<file path="config.mk">
export PLATFORM = sky130hd
export DESIGN_NAME = mbist_err_capture
export DESIGN_NICKNAME = d
export VERILOG_FILES = /design/src/rtl/mbist_err_capture_pkg.sv /design/src/rtl/mbist_err_fifo.sv /design/src/rtl/mbist_err_capture.sv
export SDC_FILE = /design/constraint.sdc
export NUM_CORES = 1
export LEC_CHECK = 0
export ABC_CLOCK_PERIOD_IN_PS = 3140
export BUFFER_PORTS_ARGS = -buffer_cell sky130_fd_sc_hd__buf_4
export CORE_MARGIN = 2
export CORE_UTILIZATION = 49
export CTS_BUF_LIST = sky130_fd_sc_hd__clkbuf_16
export CTS_CLUSTER_SIZE = 24
export DETAILED_ROUTE_END_ITERATION = 16
export PLACE_DENSITY = 0.81
export SKIP_LAST_GASP = 1
export SLEW_MARGIN = 40
export SYNTH_ARGS = -nofsm -noshare
export SYNTH_HDL_FRONTEND = slang
export SYNTH_HIERARCHICAL = 1
export SYNTH_SLANG_ARGS = --single-unit
</file>
<file path="constraint.sdc">
create_clock -name clk -period 3.14 [get_ports clk]
set_clock_uncertainty 0.2 [all_clocks]
set_input_delay 0.314 -clock clk [delete_from_list [all_inputs] [get_ports clk]]
set_output_delay 0.314 -clock clk [all_outputs]
set_load 0.05 [all_outputs]
</file>
<file path="src/rtl/mbist_err_capture_pkg.sv">
`default_nettype none
// +--------------------------------------------------------------------+
// | mbist_err_capture_pkg : shared widths, limits and issue-FSM states |
// | Revision: 1.0                                                      |
// +--------------------------------------------------------------------+
package mbist_err_capture_pkg;

   localparam int c_bist_rad_wd_i  = 8;
   localparam int c_bist_data_wd   = 32;
   localparam int c_bist_err_limit = 4;

   typedef enum logic [1:0] {
      IDLE  = 2'd0,
      ISSUE = 2'd1,
      GAP   = 2'd2
   } err_cap_st_t;

endpackage
`default_nettype wire

</file>
<file path="src/rtl/mbist_err_fifo.sv">
`default_nettype none
// +--------------------------------------------------------------------+
// | mbist_err_fifo : synchronous FIFO with flush, any depth >= 1       |
// | Revision: 1.0                                                      |
// +--------------------------------------------------------------------+
module mbist_err_fifo #(
   parameter int WIDTH = 8,
   parameter int DEPTH = 4
) (
   input  logic             clk,
   input  logic             rst_n,
   input  logic             clear,
   input  logic             push,
   input  logic [WIDTH-1:0] push_data,
   input  logic             pop,
   output logic [WIDTH-1:0] pop_data,
   output logic             empty,
   output logic             full
);

   localparam int c_ptr_w = (DEPTH > 1) ? $clog2(DEPTH) : 1;
   localparam int c_cnt_w = $clog2(DEPTH + 1);
   localparam logic [c_ptr_w-1:0] c_last = c_ptr_w'(DEPTH - 1);

   logic [WIDTH-1:0]   r_mem [2**c_ptr_w];
   logic [c_ptr_w-1:0] r_wr_ptr;
   logic [c_ptr_w-1:0] r_rd_ptr;
   logic [c_cnt_w-1:0] r_cnt;
   logic               w_push_ok;
   logic               w_pop_ok;

   assign empty     = (r_cnt == '0);
   assign full      = (r_cnt == c_cnt_w'(DEPTH));
   assign w_push_ok = push && !full;
   assign w_pop_ok  = pop && !empty;
   assign pop_data  = r_mem[r_rd_ptr];

   always_ff @(posedge clk) begin
      if (w_push_ok)
         r_mem[r_wr_ptr] <= push_data;
   end

   always_ff @(posedge clk) begin
      if (!rst_n || clear) begin
         r_wr_ptr <= '0;
         r_rd_ptr <= '0;
         r_cnt    <= '0;
      end else begin
         if (w_push_ok)
            r_wr_ptr <= (r_wr_ptr == c_last) ? '0 : r_wr_ptr + 1'b1;
         if (w_pop_ok)
            r_rd_ptr <= (r_rd_ptr == c_last) ? '0 : r_rd_ptr + 1'b1;
         case ({w_push_ok, w_pop_ok})
            2'b10:   r_cnt <= r_cnt + 1'b1;
            2'b01:   r_cnt <= r_cnt - 1'b1;
            default: r_cnt <= r_cnt;
         endcase
      end
   end

endmodule
`default_nettype wire

</file>
<file path="src/rtl/mbist_err_capture.sv">
`default_nettype none
// +--------------------------------------------------------------------+
// | mbist_err_capture : dedups BIST read failures and issues them as   |
// | single-cycle Error/ErrorAddr repair requests. Revision: 1.0        |
// +--------------------------------------------------------------------+
module mbist_err_capture
   import mbist_err_capture_pkg::*;
#(
   parameter int BIST_RAD_WD_I  = c_bist_rad_wd_i,
   parameter int BIST_DATA_WD   = c_bist_data_wd,
   parameter int BIST_ERR_LIMIT = c_bist_err_limit
) (
   input  logic                     clk,
   input  logic                     rst_n,
   input  logic                     clear,
   input  logic                     rd_valid,
   input  logic [BIST_RAD_WD_I-1:0] rd_addr,
   input  logic [BIST_DATA_WD-1:0]  rd_data,
   input  logic [BIST_DATA_WD-1:0]  exp_data,
   input  logic                     Correct,
   output logic                     Error,
   output logic [BIST_RAD_WD_I-1:0] ErrorAddr,
   output logic [3:0]               err_cnt,
   output logic                     bist_fail,
   output logic                     idle
);

   localparam int c_idx_w = (BIST_ERR_LIMIT > 1) ? $clog2(BIST_ERR_LIMIT) : 1;

   logic                      r_cmp_vld;
   logic [BIST_RAD_WD_I-1:0]  r_cmp_addr;
   logic [BIST_RAD_WD_I-1:0]  r_tab [2**c_idx_w];
   logic [3:0]                r_err_cnt;
   err_cap_st_t               r_state;
   logic                      r_error;
   logic [BIST_RAD_WD_I-1:0]  r_error_addr;
   logic                      r_bist_fail;

   logic [BIST_ERR_LIMIT-1:0] w_hit_vec;
   logic                      w_hit;
   logic                      w_tab_full;
   logic                      w_log;
   logic                      w_overflow;
   logic                      w_pop;
   logic                      w_fifo_empty;
   logic                      w_fifo_full;
   logic [BIST_RAD_WD_I-1:0]  w_fifo_head;

   always_ff @(posedge clk) begin
      if (!rst_n || clear) begin
         r_cmp_vld  <= 1'b0;
         r_cmp_addr <= '0;
      end else begin
         r_cmp_vld  <= rd_valid && (rd_data != exp_data);
         r_cmp_addr <= rd_addr;
      end
   end

   // Only entries below err_cnt are live; stale entries after clear never match.
   for (genvar i = 0; i < BIST_ERR_LIMIT; i++) begin : g_hit
      assign w_hit_vec[i] = (4'(i) < r_err_cnt) && (r_tab[i] == r_cmp_addr);
   end

   assign w_hit      = |w_hit_vec;
   assign w_tab_full = (r_err_cnt == 4'(BIST_ERR_LIMIT));
   assign w_log      = r_cmp_vld && !w_hit && !w_tab_full && !w_fifo_full;
   assign w_overflow = r_cmp_vld && !w_hit && w_tab_full;

   always_ff @(posedge clk) begin
      if (w_log && !clear)
         r_tab[r_err_cnt[c_idx_w-1:0]] <= r_cmp_addr;
   end

   always_ff @(posedge clk) begin
      if (!rst_n || clear)
         r_err_cnt <= 4'd0;
      else if (w_log)
         r_err_cnt <= r_err_cnt + 4'd1;
   end

   mbist_err_fifo #(
      .WIDTH (BIST_RAD_WD_I),
      .DEPTH (BIST_ERR_LIMIT)
   ) u_fifo (
      .clk       (clk),
      .rst_n     (rst_n),
      .clear     (clear),
      .push      (w_log),
      .push_data (r_cmp_addr),
      .pop       (w_pop),
      .pop_data  (w_fifo_head),
      .empty     (w_fifo_empty),
      .full      (w_fifo_full)
   );

   assign w_pop = (r_state == IDLE) && !w_fifo_empty && !clear;

   always_ff @(posedge clk) begin
      if (!rst_n) begin
         r_state      <= IDLE;
         r_error      <= 1'b0;
         r_error_addr <= '0;
         r_bist_fail  <= 1'b0;
      end else if (clear) begin
         r_state     <= IDLE;
         r_error     <= 1'b0;
         r_bist_fail <= 1'b0;
      end else begin
         if (w_overflow)
            r_bist_fail <= 1'b1;
         case (r_state)
            IDLE: begin
               r_error <= 1'b0;
               if (!w_fifo_empty) begin
                  r_state      <= ISSUE;
                  r_error      <= 1'b1;
                  r_error_addr <= w_fifo_head;
               end
            end
            ISSUE: begin
               r_error <= 1'b0;
               r_state <= GAP;
            end
            GAP: begin
               // Correct was captured by the repair block on the Error edge.
               if (!Correct)
                  r_bist_fail <= 1'b1;
               r_state <= IDLE;
            end
            default: begin
               r_error <= 1'b0;
               r_state <= IDLE;
            end
         endcase
      end
   end

   assign Error     = r_error;
   assign ErrorAddr = r_error_addr;
   assign err_cnt   = r_err_cnt;
   assign bist_fail = r_bist_fail;
   assign idle      = !r_cmp_vld && w_fifo_empty && (r_state == IDLE);

endmodule
`default_nettype wire

</file>
==> out/qor.txt <==
Most common library cells after synthesis: edfxtp_1, xnor2_1, dfxtp_1
Cts bufs inserted: 9
CTS H-tree depth: 3
First-iteration detailed-routing DRC count: 136
Commonest register cell after synthesis: edfxtp_1
Design area: 6040 µm²
Port Buffers: 91
Hold Path Class: input pin to flop
ANT cells: 0
Netlist cell types: 41
Crit path max-delay family: simple AND/OR/NAND/NOR gates
Part of the Yosys area used for sequential elements: 59.9%
Multi-input gate area: 1750 µm²
Place WS: -0.0727 ns
Area growth from synthesis to layout: 39.1%
Reg area: 2630 µm²
All-Layer GR Usage: 20.1%
Fin Setup TNS: -0.0307 ns
Cell count after synthesis: 315
Post-synthesis async set-or-reset flop share: 0%
Final ANT Viol Nets: 0
Post-Route WL: 9370 µm
First-pass GRT wire length: 15,000 µm
Syn Area/Cell: 13.8 µm²
Slew margin rel.: 54.8%
Peak supply drop: 0.305 mV
Tightest Pin Transition: 0.674 ns
Final #Nets: 554
Grt met2 use: 37.8%
Synthesis warning total: 6
Vias in the first global route: 3,260
Fin crit share: 101%
Share of layout cells above drive strength 1: 42.3%
Filler cells: 567
Top cells by area, synth: edfxtp_1, dfxtp_1, xnor2_1
DIE AREA: 9630 µm²
Failing checks: setup timing
Share of the synthesized area in the top cell type: 44.3%
Num Clock Sinks: 98
Unrepaired setup endpoints after global routing: yes
RePlAce Congestion: 0.793
Met1 usage: 22.1%
Ports: 92
Synthesized area: 4340 µm²
Final setup margin: -0.0307 ns
Clock tree root buffer cell: clkbuf_16
Critical Path Sink Type: flop
Max-capacitance violation count: 0
FF+latch count, synth: 98
CTS tree: yes
Largest net degree at the start of global routing: 21
Hpwl dp: 6600 µm
Worst-path clk slew: 0.07 ns
Cell Area, Placed: 5500 µm²
Total congestion overflow: 0
Initial core utilization: 50.3%
Minimum clock period: 3.17 ns
Vias per std cell: 5.27
Worst path max stage delay: 0.42 ns
Worst Path Required: 3.22 ns
Fin util: 69.9%
WHS: 0.0839 ns
Die Wd: 98.1 µm
Synth area leader: edfxtp_1
Post-synth EDFFs: 64
Per-cell routed wire length: 16.2 µm
Final setup fails: 1
Crit-path max FO: 2
Vias: 3,049
Row Count: 34
Final slew viol count: 0
Hold Fails Final Rpt: 0
Critical path data arrival time: 3.25 ns
Pre-antenna DRT Iters: 4
Status: finished with violations
Worst Setup Start Kind: flop
Leakage power: 0.00235 µW
DRC Markers: 0
F_max: 315 MHz
Die height: 98.1 µm
Pwr Density: 470 nW/µm²
CTS Buffer Depth: 2
GRT busiest layer: met2
Most common cell in the netlist: edfxtp_1
Global-route met3 utilization: 4.08%
Crit Path Class: flop to flop
Worst-Skew Late Latency: 0.34 ns
CP Cell Sequence: xnor2_2 > nand4_1 > a2111o_1 > o311ai_4 > or3_4 > inv_4 > and2_4 > inv_2 > ha_4 > inv_2 > fa_2 > xor2_1 > or3_4 > a21oi_2
Syn_nets: 403
Bufs and invs on worst path: 3
Slowest cell on the critical path: edfxtp_1
Core area: 8640 µm²
Initial antenna violation count: 0
==> path summary, 6_finish.rpt <==
path          startpoint              end  slack [ns]  depth (start not counted)
max reg2reg  r_tab[2][0]  u_fifo/r_cnt[2]       -0.03                         14
min                rst_n     ErrorAddr[2]        0.08                          2
max          r_tab[2][0]  u_fifo/r_cnt[2]       -0.03                         14
min reg2reg    bist_fail        bist_fail        0.28                          1
==> registers in the layout, indices dropped and copies added (netlist names), 2 cells and up, named ones only <==
name / cells
err_cnt: 4
u_fifo/r_mem: 32
ErrorAddr: 8
u_fifo/r_rd_ptr: 2
u_fifo/r_cnt: 3
r_state: 2
r_tab: 32
r_cmp_addr: 8
u_fifo/r_wr_ptr: 2
==> cell families (layout without fill, tap and decap cells) <==
logic type | Yosys count | after routing | synth area share (%)
AOI/OAI and AO/OA | 15 | 15 | 2.48
xor gates and xnor gates | 66 | 66 | 13.3
adders and majority gates | 11 | 11 | 3.34
buffers and inverters | 19 | 175 | 1.90
DFF | 98 | 98 | 59.9
muxes | 20 | 20 | 6.92
and+or+nand+nor | 86 | 86 | 12.1
==> layout by cell type (no fill, tap or decap), drive strengths merged, types with 2 or more instances in the layout <==
cell type / count
a21oi: 6
and2: 10
and3: 4
and3b: 2
buf: 138
bufinv: 2
clkbuf: 9
dfxtp: 34
dlygate4sd3: 9
edfxtp: 64
ha: 10
inv: 16
mux2i: 12
mux4: 8
nand2: 10
nand2b: 3
nand3: 5
nand4: 13
nor2: 7
nor2b: 10
nor3: 4
nor3b: 5
nor4: 6
o21ai: 2
o31ai: 3
or3: 3
xnor2: 45
xor2: 21
==> where the power goes <==
part,internal (µW),switching (µW)
Clock,714,496
Sequential,1380,11.5
Combinational,145,94.5
Total,2230,602
==> area by class of cell <==
type                            instances  area share [%]
Inverter                               12           0.787
Sequential cell                        98            43.5
Timing Repair Buffer                  147            19.0
Tap cell                              108            2.24
Clock buffer                            9            3.73
Multi-Input combinational cell        198            29.0
Clock inverter                          7            1.76
==> per-layer routing <==
metal	share of wire [%]	vias to the layer above	wire [µm]
met4	2.7	0	252
met3	5.2	22	490
met5	0	-	0
met1	38	1479	3580
met2	54	111	5050
li1	-	1437	-
==> timing repair <==
| action | in CTS | in global routing |
|---|---|---|
| hold buffers | 9 | 0 |
| hold endpoints to repair | 9 | 0 |
| endpoints found under the setup margin | 1 | 2 |
| setup buffers | 8 | 0 |
| pin swaps | 9 | 1 |
| resized for setup | 9 | 3 |
==> per-stage QoR <==
| stage | power [µW] | std cells |
|---|---|---|
| final | 2840 | 579 |
| after floorplan | 1510 | 315 |
| after global placement | 1630 | 546 |
| after detailed placement | 1640 | 546 |
| after global routing | 2920 | 579 |
| after CTS | 2850 | 579 |
Note: power is estimated with default switching activity, not from simulation.
